===== src/rtl/pixel_plot_sink.sv =====
`default_nettype none
// ============================================================================
// Module      : pixel_plot_sink
// Description : Buffers pixel plots in a small FIFO and turns them into
//               frame-buffer writes; also performs a whole-frame clear fill.
// Revision    : 1.0 - initial release
// ============================================================================
module pixel_plot_sink #(
    parameter int FIFO_DEPTH = 4,
    parameter int SCREEN_W   = 320,
    parameter int SCREEN_H   = 240
) (
    input  logic        clock,
    input  logic        resetn,
    input  logic        plot,
    input  logic [8:0]  x,
    input  logic [7:0]  y,
    input  logic [2:0]  colour,
    output logic        ready,
    input  logic        clear_req,
    input  logic [2:0]  clear_colour,
    output logic        busy,
    output logic [16:0] fb_addr,
    output logic [2:0]  fb_data,
    output logic        fb_wren,
    output logic [7:0]  drop_count,
    output logic        overflow
);

    localparam int          c_AW         = $clog2(FIFO_DEPTH);
    localparam int          c_EW         = 20;
    localparam logic [9:0]  c_SCREEN_W   = 10'(SCREEN_W);
    localparam logic [8:0]  c_SCREEN_H   = 9'(SCREEN_H);
    localparam logic [16:0] c_CLEAR_LAST = 17'(SCREEN_W * SCREEN_H - 1);
    localparam logic [c_AW:0] c_PTR_ONE  = (c_AW+1)'(1);

    typedef enum logic [0:0] {
        RUN   = 1'b0,
        CLEAR = 1'b1
    } state_t;

    state_t             r_state;
    logic [c_EW-1:0]    r_mem [FIFO_DEPTH];
    logic [c_AW:0]      r_wrPtr;
    logic [c_AW:0]      r_rdPtr;
    logic               r_clearPending;
    logic [2:0]         r_clearColour;
    logic [16:0]        r_clearAddr;
    logic [16:0]        r_fbAddr;
    logic [2:0]         r_fbData;
    logic               r_fbWren;
    logic [7:0]         r_dropCount;
    logic               r_overflow;

    logic               w_empty;
    logic               w_full;
    logic               w_push;
    logic               w_pop;
    logic [c_EW-1:0]    w_head;
    logic [8:0]         w_headX;
    logic [7:0]         w_headY;
    logic [2:0]         w_headCol;
    logic               w_inRange;
    logic [16:0]        w_headAddr;

    assign w_empty = (r_wrPtr == r_rdPtr);
    assign w_full  = (r_wrPtr[c_AW] != r_rdPtr[c_AW]) &&
                     (r_wrPtr[c_AW-1:0] == r_rdPtr[c_AW-1:0]);

    assign ready   = !w_full && !r_clearPending && (r_state == RUN);
    assign busy    = !w_empty || r_fbWren || r_clearPending || (r_state == CLEAR);

    assign w_push  = plot && ready;
    assign w_pop   = (r_state == RUN) && !w_empty;

    assign w_head    = r_mem[r_rdPtr[c_AW-1:0]];
    assign w_headX   = w_head[19:11];
    assign w_headY   = w_head[10:3];
    assign w_headCol = w_head[2:0];
    assign w_inRange = ({1'b0, w_headX} < c_SCREEN_W) && ({1'b0, w_headY} < c_SCREEN_H);

    // y*320 + x as shift-add; worst case 255*320+511 still fits in 17 bits
    assign w_headAddr = {1'b0, w_headY, 8'b0} + {3'b0, w_headY, 6'b0} + {8'b0, w_headX};

    assign fb_addr    = r_fbAddr;
    assign fb_data    = r_fbData;
    assign fb_wren    = r_fbWren;
    assign drop_count = r_dropCount;
    assign overflow   = r_overflow;

    // Storage carries no reset; validity is defined purely by the pointers
    always_ff @(posedge clock) begin
        if (w_push) begin
            r_mem[r_wrPtr[c_AW-1:0]] <= {x, y, colour};
        end
    end

    always_ff @(posedge clock or negedge resetn) begin
        if (!resetn) begin
            r_state        <= RUN;
            r_wrPtr        <= '0;
            r_rdPtr        <= '0;
            r_clearPending <= 1'b0;
            r_clearColour  <= 3'd0;
            r_clearAddr    <= 17'd0;
            r_fbAddr       <= 17'd0;
            r_fbData       <= 3'd0;
            r_fbWren       <= 1'b0;
            r_dropCount    <= 8'd0;
            r_overflow     <= 1'b0;
        end else begin
            r_fbWren <= 1'b0;

            if (w_push) begin
                r_wrPtr <= r_wrPtr + c_PTR_ONE;
            end
            if (plot && !ready) begin
                r_overflow <= 1'b1;
            end

            if (r_state == RUN) begin
                if (w_pop) begin
                    r_rdPtr <= r_rdPtr + c_PTR_ONE;
                    if (w_inRange) begin
                        r_fbWren <= 1'b1;
                        r_fbAddr <= w_headAddr;
                        r_fbData <= w_headCol;
                    end else if (r_dropCount != 8'hFF) begin
                        r_dropCount <= r_dropCount + 8'd1;
                    end
                end
                // Clear waits until every queued pixel has left the output register
                if (r_clearPending) begin
                    if (w_empty && !r_fbWren) begin
                        r_state     <= CLEAR;
                        r_clearAddr <= 17'd0;
                    end
                end else if (clear_req) begin
                    r_clearPending <= 1'b1;
                    r_clearColour  <= clear_colour;
                end
            end else begin
                r_fbWren <= 1'b1;
                r_fbAddr <= r_clearAddr;
                r_fbData <= r_clearColour;
                if (r_clearAddr == c_CLEAR_LAST) begin
                    r_state        <= RUN;
                    r_clearPending <= 1'b0;
                end else begin
                    r_clearAddr <= r_clearAddr + 17'd1;
                end
            end
        end
    end

endmodule
`default_nettype wire


===== config.mk =====
export PLATFORM = sky130hd
export DESIGN_NAME = pixel_plot_sink
export DESIGN_NICKNAME = d
export VERILOG_FILES = /design/src/rtl/pixel_plot_sink.sv
export SDC_FILE = /design/constraint.sdc
export NUM_CORES = 1
export LEC_CHECK = 0
export CAP_MARGIN = 0
export CORE_ASPECT_RATIO = 0.75
export CORE_MARGIN = 5
export CORE_UTILIZATION = 25
export DETAILED_ROUTE_END_ITERATION = 7
export REMOVE_ABC_BUFFERS = 1
export SYNTH_ARGS = -nofsm -noshare
export SYNTH_HDL_FRONTEND = slang
export SYNTH_SLANG_ARGS = --single-unit
export TNS_END_PERCENT = 10

===== constraint.sdc =====
create_clock -name clock -period 5.99 [get_ports clock]
set_clock_uncertainty 0.15 [all_clocks]
set_input_delay 0.599 -clock clock [delete_from_list [all_inputs] [get_ports clock]]
set_output_delay 0.599 -clock clock [all_outputs]
set_load 0.02 [all_outputs]

==> flow_summary.yaml, run 1 <==
worst_setup_path:
  cp_num_buf_inv: 1
  cp-endpoint: "fb_addr[15]"
  cp.depth: 10
  crit_start: "r_rdPtr[0]"
  arrival_ps: 4200
  rr_startpoint: "r_rdPtr[0]"
  cp_max_fo: 12
  cp_slowest_stage_delay_ps: 770
  crit_chain: "buf_4, mux4_1, ha_1, ha_1, fa_1, a21oi_1, o211ai_1, o31a_1, o21a_1, o31ai_2"
  crit_path_end_kind: "flip-flop"
  r2r_setup_slack_ps: 1970
  r2r_end: "fb_addr[15]"
  cp.required_ps: 6160
  start_kind: "flip-flop"
  cp_slowest_cell: "dfrtp_1"
  crit_type: "reg2reg"
  path_common_cell: "ha_1"
  reg2reg_depth: 10
  cpLargestDelayFamily: "compound AO/OA/AOI/OAI gates"
placement:
  dp_cells: 807
  gp_congestion: 0.783
  dp_hpwl_um: 9800
  placed_area_um2: 7170
  io_buffers: 58
floorplanning:
  die_w_um: 193
  die-area_um2: 28300
  die_h_um: 147
  core_area_um2: 24800
  ios: 59
  row_count: 50
  initial_core_util: 0.252
layout:
  layout_common_cells: "80 x edfxtp_1, 58 x dfrtp_1, 57 x clkdlybuf4s50_1"
  layout-drive-gt1-share: 0.138
  fin_nets: 539
  layout_commonest_cell: "edfxtp_1"
  finalNonFillerCells: 839
  num_antenna_cells: 0
  fin_util: 0.314
  areaGrowthSynthToFinish_pct: 24.6
  final_area_um2: 7780
synthesis:
  yosys-top-cells-area: "edfxtp_1 38%, dfrtp_1 23%, mux4_2 6.5%"
  ys_types: 53
  synth_top_area_share: 0.385
  yosys.area.top_type: "edfxtp_1"
  synthCells: 424
  synth-seq-cells: 138
  synthArstFlopShare: 0.420
  syn_avg_cell_area_um2: 14.7
  synth_warnings: 0
  ys_seq_area_frac: 0.617
  synth_area_um2: 6250
  synth-edff-count: 80
  synthFlopType: "edfxtp_1"
status:
  status: "finished clean"
detailed_routing:
  via_count: 3775
  drc: 0
  drt_iter0_markers: 192
  antenna_left: 0
  routed_wirelength_um: 14000
  wl_per_cell_um: 16.7
  drt_pass1_iterations: 5
  via_per_inst: 4.50
timing:
  slew_headroom: 0.215
  rsz0062_at_grt: "false"
  slew_viol_final: 0
  setup_viol: 0
  hold_viol: 0
  fmax_mhz: 249
  fin_setup_tns_ps: 0
  worstMarginPinSlew_ps: 1180
  post-route-period-util: 0.672
  min_period_ps: 4020
clock_tree:
  clock_path_buffers: 2
  numCtsBuffers: 17
  clock_sinks: 138
  htree_levels: 4
  cts_setup_buffers: 0
  cts-resized-gates: 0
  clk_pin_slew_ps: 60
  cts-root-buf: "clkbuf_16"
  holdBufCountCts: 0
  cts_tree: "done"
  clkLatencyLatePin_ps: 420
power:
  powerDensity_nw_per_um2: 273
  total_power_mw: 2.13
  ir_drop_mv: 0.172
  p_leak_nw: 2.97
global_routing:
  antenna_found_initial: 0
  track_usage: 0.103
  grt_pass1_vias: 4012
  overflow: 0
  grt_max_degree: 59
  grt_first_pass_wirelength_um: 22500
worst_hold_path:
  hold_path.class: "in2async"
job:
  max-cap-violations: 0
## per-layer routing
layer  up-vias  wire (um)  GRT usage
met5         -          0          0
met4         0        213     0.0346
met3        15        730     0.0347
met2        92       6430      0.154
met1      1917       6630      0.140
li1       1751          -          -
## worst min-delay path by stage
stage,from,endpoint,depth (start not counted)
2_1_floorplan,resetn,drop_count[0],0
3_3_place_gp,overflow,overflow,1
3_5_place_dp,overflow,overflow,1
4_1_cts,resetn,drop_count[5],2
5_1_grt,resetn,drop_count[6],2
6_report,resetn,drop_count[6],2
## Yosys cell counts (2+ instances only)
cell and count:
mux2_1 3, inv_1 17, edfxtp_1 80, nor4_1 5, nand3_2 2, o211ai_1 5
dfrtp_1 58, nand3_1 13, nand2_1 30, nor3_1 4, o21ba_1 9, xnor2_1 22
clkbuf_1 6, nor2_1 15, nand2_2 2, fa_1 2, ha_1 22, and4b_1 2
mux4_2 18, buf_2 4, mux2_2 6, o221ai_1 6, o22ai_1 9, buf_6 4
and2_1 4, or3_1 2, o21ai_0 8, o21bai_1 3, or4_1 3, and4_1 5
o21a_1 2, o221a_1 2, nand4_1 7, and3_1 12, a21oi_1 5, xor2_1 9
mux4_1 2
## flip-flops by register name, summed over array words and instances, names as in the netlist, 3 cells and up
signal,cells
r_mem,80
fb_addr,17
r_clearAddr,17
drop_count,8
fb_data,3
r_clearColour,3
r_rdPtr,3
r_wrPtr,3
## stage by stage
step / hold WS (ps) / worst slack (ps)
floorplan: 153 / 2180
global placement: 310 / 1990
detailed placement: 315 / 1940
CTS: 225 / 1900
global route: 249 / 1620
finish: 190 / 1970
## power breakdown
part / internal, mW / switching [mW] / leakage, nW
registers: 1.01 / 0.00000000000000000779 / 1.46
clock network: 0.666 / 0.420 / 0.299
logic: 0.0152 / 0.0173 / 1.21
total: 1.69 / 0.437 / 2.97
## cell families (layout without fill, tap and decap cells)
| family | after synthesis | in the layout | synth area share |
|---|---|---|---|
| AO/OA/AOI/OAI | 59 | 59 | 0.0745 |
| XOR/XNOR | 31 | 31 | 0.0435 |
| AND/OR/NAND/NOR | 110 | 110 | 0.0984 |
| buffers and inverters | 32 | 109 | 0.0250 |
| flip-flops | 138 | 138 | 0.617 |
| multiplexers | 30 | 30 | 0.0911 |
| adder cells (fa/ha/maj) | 24 | 24 | 0.0505 |
## layout make-up
cell class / instances / area, um^2
tap: 338 / 423
timing repair buffer: 60 / 591
fill: 2457 / 17000
clock inverter: 14 / 184
multi-input combinational: 254 / 2240
sequential: 138 / 3850
clock buffer: 18 / 429
inverter: 17 / 63.8
(Power assumes the default switching activity.)
==> inputs of run 2 (changes only) <==
==> constraint.sdc (replaced) <==
create_clock -name clock -period 3.8 [get_ports clock]
set_clock_uncertainty 0.15 [all_clocks]
set_input_delay 0.38 -clock clock [delete_from_list [all_inputs] [get_ports clock]]
set_output_delay 0.38 -clock clock [all_outputs]
set_load 0.02 [all_outputs]
==> run 2 against run 1 <==
  * Sequential share of layout area fell by 0.13 points
  * Clock power rose by 43%
  * Count of clock-buffer cells in the layout rose by 1
  * Via count rose by 1.5%
  * Highest routed layer unchanged
==> flow_summary.yaml, run 2 (synthesized netlist as in run 1, its figures left out) <==
global_routing:
  track_usage: 0.103
  grt_max_degree: 41
  overflow: 0
  grt_first_pass_wirelength_um: 22500
  grt_pass1_vias: 4021
  antenna_found_initial: 0
power:
  ir_drop_mv: 0.213
  total_power_mw: 3.20
  p_leak_nw: 2.99
  powerDensity_nw_per_um2: 410
worst_setup_path:
  r2r_end: "fb_addr[15]"
  path_common_cell: "ha_1"
  cp_slowest_cell: "mux4_1"
  cp_slowest_stage_delay_ps: 620
  arrival_ps: 3670
  rr_startpoint: "r_rdPtr[0]"
  crit_chain: "buf_12, mux4_1, ha_1, ha_1, fa_1, a21oi_1, o211ai_1, o31a_1, o21a_1, o31ai_2"
  start_kind: "flip-flop"
  crit_type: "reg2reg"
  cp.required_ps: 3970
  reg2reg_depth: 10
  crit_path_end_kind: "flip-flop"
  cp_max_fo: 23
  r2r_setup_slack_ps: 300
worst_hold_path:
  hold_path_end: "overflow"
  hold_path.class: "reg2reg"
  holdPathStages: 1
  worstHoldStart: "overflow"
timing:
  hold_viol: 0
  fin_ws_ps: 301
  slew_headroom: 0.382
  rsz0062_at_grt: "false"
  slew_viol_final: 0
  post-route-period-util: 0.921
  fmax_mhz: 286
  worstMarginPinSlew_ps: 927
  setup_viol: 0
  min_period_ps: 3500
status:
  status: "finished clean"
clock_tree:
  clk_pin_slew_ps: 50
  clock_path_buffers: 2
  htree_levels: 4
  holdBufCountCts: 1
  clock_sinks: 138
  cts-root-buf: "clkbuf_16"
  numCtsBuffers: 17
  cts-resized-gates: 0
  cts_setup_buffers: 0
  cts_tree: "done"
  clkLatencyLatePin_ps: 410
detailed_routing:
  antenna_left: 0
  wl_per_cell_um: 16.4
  via_count: 3833
  drt_iter0_markers: 211
  drc: 0
  via_per_inst: 4.54
  drt_pass1_iterations: 4
  routed_wirelength_um: 13900
job:
  max-cap-violations: 0
layout:
  fin_util: 0.315
  multiInputGateArea_um2: 2240
  final-seq-area_um2: 3850
  fin_nets: 547
  nFillCells: 2475
  layout_common_cells: "80 x edfxtp_1, 58 x dfrtp_1, 57 x clkdlybuf4s50_1"
  finalNonFillerCells: 845
  layout-drive-gt1-share: 0.142
  layout_commonest_cell: "edfxtp_1"
  largest_reg_flops: 80
  areaGrowthSynthToFinish_pct: 24.9
  num_antenna_cells: 0
placement:
  io_buffers: 58
  dp_worst_setup_slack_ps: 324
  gp_congestion: 0.764
  dp_cells: 814
  dp_hpwl_um: 9760
floorplanning:
  ios: 59
  die-area_um2: 28300
  row_count: 50
  die_w_um: 193
  core_area_um2: 24800
  die_h_um: 147
  initial_core_util: 0.252
-- run 2: stage by stage --
stage | TNS (ps) | instance area [um^2] | hold WS (ps)
CTS | 0 | 7800 | 332
detailed placement | 0 | 7230 | 320
global route | 0 | 7800 | 361
finish | 0 | 7800 | 327
floorplan | -9.99 | 6150 | -65.6
global placement | 0 | 7230 | 312
-- run 2: how the worst max path moves through the flow --
stage | start | endpoint | cells after the start
6_report | r_rdPtr[0] | fb_addr[15] | 10
3_3_place_gp | r_rdPtr[0] | fb_addr[15] | 10
3_5_place_dp | r_rdPtr[0] | fb_addr[15] | 10
2_1_floorplan | r_rdPtr[0] | fb_addr[15] | 9
4_1_cts | r_rdPtr[0] | fb_addr[15] | 10
5_1_grt | r_rdPtr[0] | fb_addr[15] | 10
-- run 2: final cells by class --
type | count | share of cell area
clock buffers | 19 | 0.0555
clock inverters | 11 | 0.0160
inverters | 17 | 0.00818
multi-input cells | 254 | 0.287
flip-flops and latches | 138 | 0.494
well taps | 338 | 0.0542
repair buffers | 68 | 0.0853
-- run 2: report_power, final --
part	total (mW)	switching, mW	internal [mW]
Combinational	0.0509	0.0263	0.0246
Sequential	1.59	0.0000000000000000101	1.59
Clock	1.56	0.598	0.958
-- run 2: worst max-delay path: cells and delay by family, from the launching register on --
kind                     cells  cell delay, ps
adder cells (fa/ha/maj)      3             990
flip-flops                   1             370
multiplexers                 1             620
buffers and inverters        1             210
AO/OA/AOI/OAI                5            1060
-- run 2: layer usage --
layer	global-route usage	wire length, um
met1	0.144	6740
met3	0.0283	624
met4	0.0385	247
met5	0	0
met2	0.152	6260
==> inputs of run 3 (changes only) <==
--- a/config.mk
+++ b/config.mk
@@ -7,10 +7,11 @@
 export LEC_CHECK = 0
 export CAP_MARGIN = 0
 export CORE_ASPECT_RATIO = 0.75
-export CORE_MARGIN = 5
-export CORE_UTILIZATION = 25
+export CORE_MARGIN = 2
+export CORE_UTILIZATION = 40
 export DETAILED_ROUTE_END_ITERATION = 7
 export REMOVE_ABC_BUFFERS = 1
+export SLEW_MARGIN = 20
 export SYNTH_ARGS = -nofsm -noshare
 export SYNTH_HDL_FRONTEND = slang
 export SYNTH_SLANG_ARGS = --single-unit
==> run 3 against run 2 <==
  * Power is essentially flat
  * Worst hold slack better by 7.6 ps
  * Clock power hardly changed
  * Via count is 0.13% higher
  * Cell area is 2.0% lower
  * Sequential cell count did not move
  * Critical path type unchanged
  * Largest cell class unchanged
==> flow_summary.yaml, run 3 (synthesized netlist as in run 1, its figures left out) <==
detailed_routing:
  wl_met1_um: 6570
  drc: 0
  top_layer: "met4"
  wl_per_cell_um: 18.5
  drt_pass1_iterations: 4
  routed_wirelength_um: 13200
  wl_met2_um: 5900
  via_count: 3838
  wl_met3_um: 657
  drt_iter0_markers: 196
  via_per_inst: 5.35
  antenna_left: 0
floorplanning:
  initial_core_util: 0.409
  row_count: 39
  ios: 59
  die-area_um2: 16600
  core_area_um2: 15300
  die_h_um: 112
  die_w_um: 148
clock_tree:
  clk_pin_slew_ps: 60
  clock_sinks: 138
  numCtsBuffers: 17
  cts_tree: "done"
  clkLatencyLatePin_ps: 420
  cts-resized-gates: 0
  holdBufCountCts: 1
  cts-root-buf: "clkbuf_16"
  clock_path_buffers: 2
  htree_levels: 4
  cts_setup_buffers: 0
timing:
  hold_viol: 0
  setup_viol: 0
  slew_viol_final: 0
  post-route-period-util: 0.923
  fin_hold_ws_ps: 334
  fmax_mhz: 285
  fin_setup_tns_ps: 0
  rsz0062_at_grt: "false"
  min_period_ps: 3510
  slew_headroom: 0.491
  worstMarginPinSlew_ps: 764
placement:
  gp_congestion: 0.877
  io_buffers: 58
  dp_hpwl_um: 9020
power:
  p_leak_nw: 3.00
  ir_drop_mv: 0.309
  powerDensity_nw_per_um2: 418
worst_setup_path:
  cp_slowest_stage_delay_ps: 670
  reg2reg_depth: 9
  crit_chain: "mux4_1, ha_1, ha_1, fa_1, a21oi_1, o211ai_1, o31a_1, o21a_1, o31ai_2"
  r2r_end: "fb_addr[15]"
  crit_path_end_kind: "flip-flop"
  start_kind: "flip-flop"
  path_common_cell: "ha_1"
  r2r_setup_slack_ps: 290
  arrival_ps: 3680
  cp.required_ps: 3970
  crit_type: "reg2reg"
  cp_slowest_cell: "mux4_1"
  rr_startpoint: "r_rdPtr[0]"
  cp_max_fo: 9
layout:
  layout_common_cells: "80 x edfxtp_1, 58 x dfrtp_1, 57 x clkdlybuf4s50_1"
  layout_commonest_cell: "edfxtp_1"
  num_antenna_cells: 0
  layout-drive-gt1-share: 0.156
  fin_nets: 550
  largest_reg_flops: 80
  areaGrowthSynthToFinish_pct: 22.4
worst_hold_path:
  hold_path_end: "overflow"
  holdPathStages: 1
  hold_path.class: "reg2reg"
  worstHoldStart: "overflow"
global_routing:
  overflow: 0
  track_usage: 0.174
  grt_first_pass_wirelength_um: 21900
  antenna_found_initial: 0
  grt_max_degree: 33
  grt_pass1_vias: 3971
job:
  max-cap-violations: 0
status:
  status: "finished clean"
[run 3: worst max-delay path by stage]
stage | from | to
finish | r_rdPtr[0] | fb_addr[15]
CTS | r_rdPtr[0] | fb_addr[15]
global route | r_rdPtr[0] | fb_addr[15]
floorplan | r_rdPtr[0] | fb_addr[15]
detailed placement | r_rdPtr[0] | fb_addr[15]
global placement | r_rdPtr[0] | fb_addr[15]
[run 3: final cells by class]
class,instances,area [um^2]
fill,1310,7630
sequential,138,3850
multi-input combinational,254,2240
timing repair buffer,71,676
clock buffer,19,453
tap,205,256
clock inverter,13,104
inverter,17,63.8
[run 3: worst max-delay path, delay by kind of cell, from the launching register on]
| kind | cells | cell delay, ps |
|---|---|---|
| mux | 1 | 670 |
| flops | 1 | 600 |
| fa+ha+maj | 3 | 960 |
| compound gates | 5 | 1020 |
[run 3: report_power, final]
| group | switching, mW | internal [mW] |
|---|---|---|
| Clock | 0.669 | 0.886 |
| Combinational | 0.0261 | 0.0246 |
| Sequential | 0.0000000000000000111 | 1.59 |
| Total | 0.695 | 2.50 |
[run 3: metrics by stage]
step | util | cell area, um^2 | setup WS (ps) | instances | power, mW
after floorplan | - | 6150 | -9.99 | 409 | 1.62
after global placement | 0.463 | 7080 | 343 | 684 | 1.67
after detailed placement | 0.463 | 7080 | 293 | 684 | 1.67
after CTS | 0.500 | 7640 | 272 | 717 | 3.22
after global routing | 0.500 | 7640 | 59.6 | 717 | 3.30
final | 0.500 | 7640 | 294 | 717 | 3.19
[run 3: routing by layer]
layer | vias up | track usage
met5 | - | 0
met1 | 1954 | 0.257
met4 | 0 | 0.0457
met2 | 94 | 0.256
met3 | 9 | 0.0467
li1 | 1781 | -
